File: config.mk
export PLATFORM = sky130hd
export DESIGN_NAME = dmem_arbiter
export DESIGN_NICKNAME = d
export VERILOG_FILES = /design/src/rtl/dmem_arbiter.sv
export SDC_FILE = /design/constraint.sdc
export NUM_CORES = 1
export LEC_CHECK = 0
export ABC_AREA = 1
export ABC_CLOCK_PERIOD_IN_PS = 3800
export CAP_MARGIN = 20
export CORE_ASPECT_RATIO = 0.9
export CORE_MARGIN = 5
export CORE_UTILIZATION = 46
export DETAILED_ROUTE_END_ITERATION = 16
export PLACE_DENSITY = 0.85
export SKIP_LAST_GASP = 1
export SLEW_MARGIN = 40
export SYNTH_ARGS = -nofsm -noshare
export SYNTH_HDL_FRONTEND = slang
export SYNTH_SLANG_ARGS = --single-unit
File: constraint.sdc
create_clock -name clock -period 3.8 [get_ports clock]
set_input_delay 0.76 -clock clock [delete_from_list [all_inputs] [get_ports clock]]
set_output_delay 0.76 -clock clock [all_outputs]
set_load 0.005 [all_outputs]
File: src/rtl/dmem_arbiter.sv
// Two-requester arbiter for a single-port synchronous data memory; one transaction at a time.
// Optional macro ARB_ROUND_ROBIN_EN selects round-robin tie breaking (default: fixed priority, r0 wins).
module dmem_arbiter #(
  parameter int AW  = 10,
  parameter int LAT = 1
) (
  input  logic          clock,
  input  logic          resetn,
  input  logic          r0_req,
  input  logic          r0_we,
  input  logic [AW-1:0] r0_addr,
  input  logic [31:0]   r0_wdata,
  output logic          r0_gnt,
  output logic          r0_rvalid,
  output logic [31:0]   r0_rdata,
  input  logic          r1_req,
  input  logic          r1_we,
  input  logic [AW-1:0] r1_addr,
  input  logic [31:0]   r1_wdata,
  output logic          r1_gnt,
  output logic          r1_rvalid,
  output logic [31:0]   r1_rdata,
  output logic          m_en,
  output logic          m_we,
  output logic [AW-1:0] m_addr,
  output logic [31:0]   m_wdata,
  input  logic [31:0]   m_rdata
);

  typedef enum logic [1:0] {
    IDLE  = 2'd0,
    ISSUE = 2'd1,
    WAIT  = 2'd2
  } state_t;

  state_t     state_r;
  logic [3:0] cnt_r;
  logic       owner_r;
  logic       last_r;
  logic       winner_s;

  // Winner selection; with no request pending the value is irrelevant.
  always_comb begin
    winner_s = last_r;
`ifdef ARB_ROUND_ROBIN_EN
    if (r0_req && r1_req) begin
      winner_s = ~last_r;
    end else if (r0_req) begin
      winner_s = 1'b0;
    end else if (r1_req) begin
      winner_s = 1'b1;
    end else begin
      winner_s = last_r;
    end
`else
    if (r0_req) begin
      winner_s = 1'b0;
    end else if (r1_req) begin
      winner_s = 1'b1;
    end else begin
      winner_s = last_r;
    end
`endif
  end

  // Transaction FSM with all outputs registered.
  always_ff @(posedge clock) begin
    if (!resetn) begin
      state_r   <= IDLE;
      cnt_r     <= 4'd0;
      owner_r   <= 1'b0;
      last_r    <= 1'b1;
      r0_gnt    <= 1'b0;
      r0_rvalid <= 1'b0;
      r0_rdata  <= 32'd0;
      r1_gnt    <= 1'b0;
      r1_rvalid <= 1'b0;
      r1_rdata  <= 32'd0;
      m_en      <= 1'b0;
      m_we      <= 1'b0;
      m_addr    <= '0;
      m_wdata   <= 32'd0;
    end else begin
      r0_gnt    <= 1'b0;
      r1_gnt    <= 1'b0;
      r0_rvalid <= 1'b0;
      r1_rvalid <= 1'b0;
      m_en      <= 1'b0;
      case (state_r)
        IDLE: begin
          if (r0_req || r1_req) begin
            owner_r <= winner_s;
            m_en    <= 1'b1;
            m_we    <= winner_s ? r1_we    : r0_we;
            m_addr  <= winner_s ? r1_addr  : r0_addr;
            m_wdata <= winner_s ? r1_wdata : r0_wdata;
            r0_gnt  <= ~winner_s;
            r1_gnt  <= winner_s;
            state_r <= ISSUE;
          end else begin
            state_r <= IDLE;
          end
        end
        ISSUE: begin
          // m_we still holds this transaction's direction until this edge.
          last_r <= owner_r;
          m_we   <= 1'b0;
          if (m_we) begin
            state_r <= IDLE;
          end else begin
            cnt_r   <= 4'(LAT - 1);
            state_r <= WAIT;
          end
        end
        WAIT: begin
          if (cnt_r != 4'd0) begin
            cnt_r <= cnt_r - 4'd1;
          end else begin
            if (owner_r) begin
              r1_rdata  <= m_rdata;
              r1_rvalid <= 1'b1;
            end else begin
              r0_rdata  <= m_rdata;
              r0_rvalid <= 1'b1;
            end
            state_r <= IDLE;
          end
        end
        default: begin
          state_r <= IDLE;
        end
      endcase
    end
  end

endmodule

==> results of run 1 <==
==> worst min path at each step <==
| stage | depth (start not counted) | slack, ps | to |
|---|---|---|---|
| 6_report | 2 | 460 | r0_rdata[24]$_SDFFE_PN0P_ |
| 5_1_grt | 2 | 490 | r1_rdata[23]$_SDFFE_PN0P_ |
| 4_1_cts | 2 | 470 | r0_rdata[24]$_SDFFE_PN0P_ |
| 3_5_place_dp | 2 | 460 | r0_rdata[24]$_SDFFE_PN0P_ |
| 3_3_place_gp | 2 | 450 | r1_rdata[27]$_SDFFE_PN0P_ |
| 2_1_floorplan | 2 | 450 | last_r$_SDFFE_PN1P_ |
==> layer usage <==
| metal | share of wire | wire [um] |
|---|---|---|
| met5 | 0 | 0 |
| met4 | 0.015 | 247 |
| met3 | 0.13 | 2070 |
| met2 | 0.46 | 7610 |
| met1 | 0.40 | 6530 |
==> per-stage QoR <==
step,util,total power [mW]
after floorplan,-,1.83
after global placement,0.669,2.18
after global routing,0.728,4.08
after detailed placement,0.669,2.19
after CTS,0.725,3.92
final,0.728,3.90
==> power groups by stage <==
stage	combinational [mW]	sequential, mW	clock, mW
6_report	0.759	1.41	1.73
5_1_grt	0.840	1.42	1.81
2_1_floorplan	0.388	1.44	0
3_3_place_gp	0.744	1.43	0
4_1_cts	0.760	1.41	1.75
3_5_place_dp	0.752	1.44	0
==> cells in the mapped netlist <==
cell type	number	share of area
nand2_1	127	0.088
nand2_4	2	0.0041
o211ai_1	1	0.0014
clkbuf_2	1	0.00092
a21oi_1	47	0.043
buf_2	20	0.018
buf_4	9	0.012
o21ai_1	2	0.0018
nor2_2	1	0.0012
nor2_1	133	0.092
o21ai_0	69	0.064
nand2_2	1	0.0012
a21oi_2	1	0.0016
nor3_1	3	0.0028
o22ai_1	1	0.0012
buf_6	3	0.0062
o21ai_2	11	0.018
ha_1	1	0.0023
dfxtp_1	120	0.44
clkbuf_1	13	0.0090
nor2_4	3	0.0062
inv_1	127	0.088
nand4_1	64	0.074
inv_2	1	0.00069
inv_4	1	0.0012
buf_12	1	0.0037
buf_1	10	0.0069
nand3_1	8	0.0074
nand3b_1	1	0.0014
==> placed cells by master (no fill, tap or decap), types with 4 or more instances in the layout <==
cell type	instances
clkdlybuf4s50_1	232
dfxtp_1	120
nor2_1	133
buf_4	6
o21ai_0	69
inv_1	126
bufinv_16	4
nand2_1	127
o21ai_2	11
clkbuf_16	17
nand4_1	64
nand3_1	8
a21oi_1	47
==> sequential cells by signal (all words and copies together) (netlist names), 2 cells and up <==
signal / count
m_wdata: 32
r0_rdata: 32
r1_rdata: 32
m_addr: 10
cnt_r: 4
state_r: 2
==> area by class of cell <==
cell class | count | share of cell area
flip-flops and latches | 120 | 0.287
clock inverters | 11 | 0.0204
clock buffers | 21 | 0.0563
inverters | 129 | 0.0582
well taps | 156 | 0.0234
multi-input cells | 476 | 0.268
repair buffers | 239 | 0.287
==> kinds of logic (layout without fill, tap and decap cells) <==
family	after synthesis	count (layout)	synth area share
AO/OA/AOI/OAI	132	132	0.131
adder cells (fa/ha/maj)	1	1	0.00230
buffers and inverters	186	400	0.147
flip-flops	120	120	0.442
AND/OR/NAND/NOR	343	343	0.278
==> reports/qor.yml, run 1 <==
cts_max_path_buffers: 2
grt_use_met1: 0.261
dr_total_vias: 5703
critPathKind: "reg -> out"
viasPerCell: 4.95
yosysSeqAreaShare: 0.442
finClkSkew_ps: 6.98
met3_usage: 0.112
layout.cells.non_filler: 1152
p_comb_frac: 0.195
clk_latency_ps: 400
post_drt_wl_per_cell_um: 14.3
core_um2: 11500
syn_to_final_growth_pct: 53.9
fin_crit_sh: 0.541
slowest_delay_ps: 530
drv_slew: 0
rsz0062_at_grt: "no"
outcome: "complete, no violations"
holdBufCountCts: 0
hold_slack_ps: 462
cts_htree_levels: 4
busiest_layer: "met2"
num_antenna_cells: 0
cts_tree: "done"
worst_path_max_delay_cell: "clkdlybuf4s50_1"
dp_hpwl_mm: 11.2
critical_path.endpoint_type: "output pin"
syn-num-nets: 905
rr_worst_depth: 6
clk_pin_slew_ps: 60
r2r-end: "r1_rdata[19]$_SDFFE_PN0P_"
yosys.cell_types.count: 29
r2r_setup_slack_ps: 1880
antenna_found_initial: 0
fmax_ghz: 0.487
worstReg2RegStart: "owner_r$_SDFFE_PN0P_"
tightest_slew_ps: 773
cp_max_fo: 2
nets: 1106
hold_path_class: "reg -> reg"
synth.avg_cell_area_um2: 6.95
grt_pass1_vias: 5375
clock-root-buffer: "clkbuf_16"
dieArea_um2: 14100
seq_area_um2: 2400
place_congestion: 0.797
cp-startpoint: "r0_rdata[3]$_SDFFE_PN0P_"
numClockSinks: 120
hold_viol: 0
maxCapViolCount: 0
hp-start: "r0_rdata[24]$_SDFFE_PN0P_"
leakagePower_nw: 3.75
drt.antenna.violating_nets: 0
die_h_um: 113
design_area_um2: 8360
internal_power_mw: 2.88
critPathBufInv: 1
finalCriticalPeriod_ps: 2050
ys_warn_count: 0
setup_viol: 0
path_delay_family: "buffers and inverters"
post_dp_cell_area_um2: 7680
cts_setup_buffers: 0
startpoint_type: "flop"
drtPass1Iterations: 4
cp.arrival_ps: 1290
critical_path_depth: 1
grt-ovfl-total: 0
drive_above_1_share: 0.0592
drc: 0
die_w_um: 125
tns_ps: 0
p_sw_frac: 0.261
ctsResizeCount: 0
crit_required_ps: 3040
slew_headroom: 0.484
synth-seq-cells: 120
ir_worst_vdd_uv: 378
dp_cells: 1119
drt-initial-drc-count: 469
start_util: 0.473
netlist_area_um2: 5430
gr-usage-met2: 0.374
routed_wl_mm: 16.5
io_buffer_count: 233
pwr-share-clk: 0.443
grt_max_degree: 86
power_density_nw_per_um2: 467
num_rows: 37
fillerInstances: 951
crit_path_end: "r0_rdata[3]"
place_ws_ps: 1260
multi_input_area_um2: 2240
ioPinCount: 234
crit_chain: "clkdlybuf4s50_1"
grt_use_total: 0.228
switching_power_mw: 1.02
grt_pass1_wl_mm: 26.3
worst_slack_ps: 1750
netlist_instances: 782
power_frac_seq: 0.362
cts_buffers: 17
Note: power is estimated with default switching activity, not from simulation.
==> inputs of run 2 (changes only) <==
Settings changed: ABC_CLOCK_PERIOD_IN_PS 3800 to 1700, CORE_UTILIZATION 46 to 39, PLACE_DENSITY 0.85 to 0.77.
Clock period 3.8 ns to 1.7 ns, I/O delays scaled along.
==> reports/qor.yml, run 2 (synthesized netlist as in run 1, its figures left out) <==
crit_required_ps: 1360  # -1680 ps
dieArea_um2: 16400  # +16%
power_frac_seq: 0.367  # +0.005
dp_hpwl_mm: 11.8  # +5.8%
tightest_slew_ps: 463  # -310 ps
drt-initial-drc-count: 302  # -36%
drive_above_1_share: 0.0780  # +0.0187
ioPinCount: 234  # unchanged
core_um2: 13500  # +18%
syn_to_final_growth_pct: 58.4
internal_power_mw: 6.28  # +120%
path_delay_family: "buffers and inverters"
hold_viol: 0  # unchanged
die_w_um: 134  # +7.9%
p_sw_frac: 0.271  # +0.0104
power_density_nw_per_um2: 1000  # +110%
ir_worst_vdd_uv: 625  # +66%
fillerInstances: 1171  # +23%
p_comb_frac: 0.220  # +0.025
drv_slew: 0  # unchanged
hold_slack_ps: 291  # -171 ps
grt_pass1_vias: 5479  # +1.9%
drc: 0  # unchanged
crit_chain: "clkdlybuf4s50_1"
clock-root-buffer: "clkbuf_16"
cts_tree: "done"
hold_path_class: "in -> reg"
setup_viol: 0  # unchanged
reg.largest.list: "m_wdata: 32 flops, r0_rdata: 32 flops, r1_rdata: 32 flops"
cp.arrival_ps: 1300  # about the same
grt_pass1_wl_mm: 27.0  # +2.7%
drtPass1Iterations: 5  # +1
post_drt_wl_per_cell_um: 14.7  # +2.7%
grt_use_total: 0.206  # -0.0224
post_dp_cell_area_um2: 7900  # +2.9%
grt_max_degree: 68  # -21%
cp_max_fo: 2  # unchanged
fmax_ghz: 0.611
layout.cells.non_filler: 1182  # +2.6%
finalCriticalPeriod_ps: 1640
final_cell_mix: "clkdlybuf4s50_1, nor2_1, nand2_1"
worst_path_max_delay_cell: "clkdlybuf4s50_1"
place_congestion: 0.798  # +0.15%
startpoint_type: "flop"
routed_wl_mm: 17.3  # +5.4%
pwr-share-clk: 0.413  # -0.030
outcome: "complete, no violations"
clk_pin_slew_ps: 50  # about the same
critPathKind: "reg -> out"
rsz0062_at_grt: "no"
cts_buffers: 17  # unchanged
start_util: 0.402  # -0.0711
critical_path.endpoint_type: "output pin"
drt.antenna.violating_nets: 0  # unchanged
dp_cells: 1145  # +2.3%
fin_crit_sh: 0.962
numClockSinks: 120  # unchanged
num_rows: 40  # +8.1%
critPathBufInv: 1  # unchanged
cts_htree_levels: 4  # unchanged
viasPerCell: 4.83  # -2.4%
antenna_found_initial: 0  # unchanged
io_buffer_count: 233  # unchanged
clk_latency_ps: 410  # about the same
slew_headroom: 0.691  # +0.207
cts_max_path_buffers: 2  # unchanged
leakagePower_nw: 3.87  # +3.1%
dr_total_vias: 5709  # +0.11%
holdBufCountCts: 0  # unchanged
slowest_delay_ps: 550  # +20 ps
final_common_cell: "clkdlybuf4s50_1"
maxCapViolCount: 0  # unchanged
switching_power_mw: 2.34  # +130%
nets: 1124  # +1.6%
die_h_um: 122  # +7.8%
finClkSkew_ps: 7.09  # +0.114 ps
design_area_um2: 8600  # +2.9%
grt-ovfl-total: 0  # unchanged
==> run 2: worst paths after layout <==
kind	depth (start not counted)	from	end	slack, ps
setup / recovery	1	r1_rdata[1]$_SDFFE_PN0P_	r1_rdata[1]	60
hold / removal	2	resetn	last_r$_SDFFE_PN1P_	290
setup reg to reg	8	state_r[1]$_SDFFE_PN0P_	cnt_r[3]$_SDFFE_PN0P_	180
hold reg to reg	2	m_addr[9]$_SDFFE_PN0P_	m_addr[9]$_SDFFE_PN0P_	460
==> run 2: per-stage QoR <==
step	total power [mW]	worst slack (ps)	util	setup TNS, ps
finish	8.62	64.0	0.637	0
global route	9.05	2.49	0.636	0
CTS	8.61	-86.6	0.628	-1600
detailed placement	5.02	-42.4	0.585	-708
global placement	5.01	-21.2	0.585	-51.3
floorplan	4.09	368	-	0
==> run 2: layer usage <==
layer	track usage	share of wire	vias to the layer above
met5	0	0	-
met3	0.0987	0.13	19
li1	-	-	2904
met1	0.240	0.40	2539
met4	0.0744	0.017	0
met2	0.330	0.45	247
==> run 2: area by class of cell <==
| cell class | count | area (um^2) | area share |
|---|---|---|---|
| timing repair buffer | 256 | 2660 | 0.310 |
| sequential | 120 | 2400 | 0.279 |
| clock buffer | 20 | 467 | 0.0543 |
| antenna | 1 | 2.50 | 0.000291 |
| tap | 168 | 210 | 0.0244 |
| inverter | 129 | 487 | 0.0566 |
| clock inverter | 11 | 123 | 0.0143 |
| multi-input combinational | 477 | 2250 | 0.261 |
==> run 2: timing repair <==
item,4_1_cts,5_1_grt
pin swaps,0,2
endpoints found under the setup margin,62,53
gates cloned,0,2
setup buffers,0,2
gates resized for setup,0,6
==> run 2: power groups by stage <==
stage	sequential, mW	clock [mW]	combinational, mW
floorplan	3.22	0	0.868
global placement	3.21	0	1.80
detailed placement	3.21	0	1.81
CTS	3.16	3.62	1.83
global route	3.19	3.77	2.09
finish	3.16	3.56	1.89
==> inputs of run 3 (changes only) <==
--- a/config.mk
+++ b/config.mk
@@ -13,5 +13,5 @@
 export CORE_UTILIZATION = 39
 export DETAILED_ROUTE_END_ITERATION = 16
-export PLACE_DENSITY = 0.77
+export PLACE_DENSITY = 0.84
 export SKIP_LAST_GASP = 1
 export SLEW_MARGIN = 40
==> constraint.sdc (replaced) <==
create_clock -name clock -period 1.7 [get_ports clock]
set_input_delay 0.34 -clock clock [delete_from_list [all_inputs] [get_ports clock]]
set_output_delay 0.34 -clock clock [all_outputs]
set_load 0.01 [all_outputs]
==> reports/qor.yml, run 3 (synthesized netlist as in run 1, its figures left out) <==
drive_above_1_share: 0.0742  # -0.00380
die_w_um: 134  # unchanged
drv_slew: 0  # unchanged
syn_to_final_growth_pct: 57.9
finalCriticalPeriod_ps: 1660  # +25.7 ps
grt-ovfl-total: 0  # unchanged
clk_latency_ps: 420  # about the same
routed_wl_mm: 17.2  # -1.1%
tightest_slew_ps: 485  # +22.3 ps
critPathBufInv: 1  # unchanged
post_drt_wl_per_cell_um: 14.6  # -0.82%
crit_chain: "clkdlybuf4s50_1"
cts_max_path_buffers: 2  # unchanged
cp_max_fo: 2  # unchanged
drtPass1Iterations: 4  # -1
ir_worst_vdd_uv: 740  # +18%
slew_headroom: 0.676  # -0.0149
worst_path_max_delay_cell: "clkdlybuf4s50_1"
reg.largest.list: "m_wdata: 32 flops, r0_rdata: 32 flops, r1_rdata: 32 flops"
outcome: "complete, no violations"
crit_required_ps: 1360  # about the same
place_congestion: 0.820  # +2.7%
rsz0062_at_grt: "yes"
hp-start: "resetn"
dp_cells: 1145  # unchanged
path_delay_family: "buffers and inverters"
nets: 1121  # -0.27%
drt.antenna.violating_nets: 0  # unchanged
die_h_um: 122  # unchanged
grt_pass1_wl_mm: 26.6  # -1.5%
dp_hpwl_mm: 12.0  # +1.4%
final_cell_mix: "clkdlybuf4s50_1, nor2_1, nand2_1"
layout.cells.non_filler: 1179  # -0.25%
clk_pin_slew_ps: 50  # about the same
dr_total_vias: 5764  # +0.96%
finClkSkew_ps: 6.29  # -0.797 ps
start_util: 0.402  # unchanged
design_area_um2: 8570  # -0.32%
fmax_ghz: 0.602  # -1.5%
grt_pass1_vias: 5426  # -0.97%
core_um2: 13500  # unchanged
viasPerCell: 4.89  # +1.2%
drc: 0  # unchanged
cts_htree_levels: 4  # unchanged
drt-initial-drc-count: 370  # +23%
hold_viol: 0  # unchanged
ioPinCount: 234  # unchanged
fin_util: 0.635  # -0.00204
io_buffer_count: 233  # unchanged
hold_path_class: "in -> reg"
critical_path.endpoint_type: "output pin"
antenna_found_initial: 0  # unchanged
crit_path_end: "r1_rdata[4]"
r2r-end: "r1_rdata[12]$_SDFFE_PN0P_"
power_density_nw_per_um2: 1010  # +0.93%
maxCapViolCount: 0  # unchanged
worstReg2RegStart: "cnt_r[0]$_SDFFE_PN0P_"
startpoint_type: "flop"
final_common_cell: "clkdlybuf4s50_1"
cp-startpoint: "r1_rdata[4]$_SDFFE_PN0P_"
slowest_delay_ps: 550  # about the same
rr_worst_depth: 10  # +2
num_rows: 40  # unchanged
post_dp_cell_area_um2: 7900  # unchanged
dieArea_um2: 16400  # unchanged
worst_slack_ps: 38.3  # -25.7 ps
fin_crit_sh: 0.977  # +0.0151
numClockSinks: 120  # unchanged
critical_path_depth: 1  # unchanged
r2r_setup_slack_ps: 90  # -90 ps
grt_max_degree: 68  # unchanged
setup_viol: 0  # unchanged
clock-root-buffer: "clkbuf_16"
num_antenna_cells: 0  # -1
cts_buffers: 17  # unchanged
leakagePower_nw: 4.09  # +5.6%
cp.arrival_ps: 1320  # +20 ps
place_ws_ps: -36.1  # +6.27 ps
critPathKind: "reg -> out"
grt_use_total: 0.203  # -0.00231
cts_tree: "done"
## run 3: changes by cell type in the layout (fill, tap and decap cells not counted), sizes merged
cell and change:
buf -2, diode -1, clkbuf +1, clkdlybuf4s50 -16, clkinv -1, dlymetal6s2s +16
## run 3: worst min-delay path by stage
stage                                     end  slack [ps]  cells past startpoint
floorplan                 last_r$_SDFFE_PN1P_         450                      2
global placement    r1_rdata[16]$_SDFFE_PN0P_         450                      2
detailed placement  r1_rdata[16]$_SDFFE_PN0P_         460                      2
CTS                       last_r$_SDFFE_PN1P_         280                      2
global route              last_r$_SDFFE_PN1P_         310                      2
finish                    last_r$_SDFFE_PN1P_         290                      2
## run 3: layer usage
metal,GRT usage,wire length [um],vias up
li1,-,-,2894
met1,0.231,6980,2607
met3,0.106,2030,20
met5,0,0,-
met2,0.332,7920,243
met4,0.0662,233,0
## run 3: power by group
group	internal [mW]	switching (mW)
registers	3.04	0.121
logic	0.920	0.963
clock network	2.31	1.32
total	6.27	2.40
## run 3: layout make-up
| class | instances | area [um^2] |
|---|---|---|
| Sequential cell | 120 | 2400 |
| Clock inverter | 10 | 118 |
| Inverter | 129 | 487 |
| Tap cell | 168 | 210 |
| Timing Repair Buffer | 253 | 2630 |
| Multi-Input combinational cell | 477 | 2240 |
| Clock buffer | 22 | 484 |
| Fill cell | 1099 | 4940 |
## run 3: stage by stage
stage          hold WS, ps  setup TNS, ps  power [mW]
6_report               291              0        8.67
5_1_grt                310          -1130        9.07
4_1_cts                284          -95.4        8.72
3_5_place_dp           456           -212        5.09
3_3_place_gp           446              0        5.06
2_1_floorplan          446              0        4.16
## run 3: timing repair
| item | 4_1_cts | 5_1_grt |
|---|---|---|
| buffers inserted | 0 | 1 |
| gates resized for setup | 0 | 17 |
| pin swaps | 0 | 1 |
| setup endpoints to repair | 11 | 48 |
| hold buffers | 0 | 0 |
| cloned | 0 | 1 |
| hold endpoints to repair | 0 | 0 |
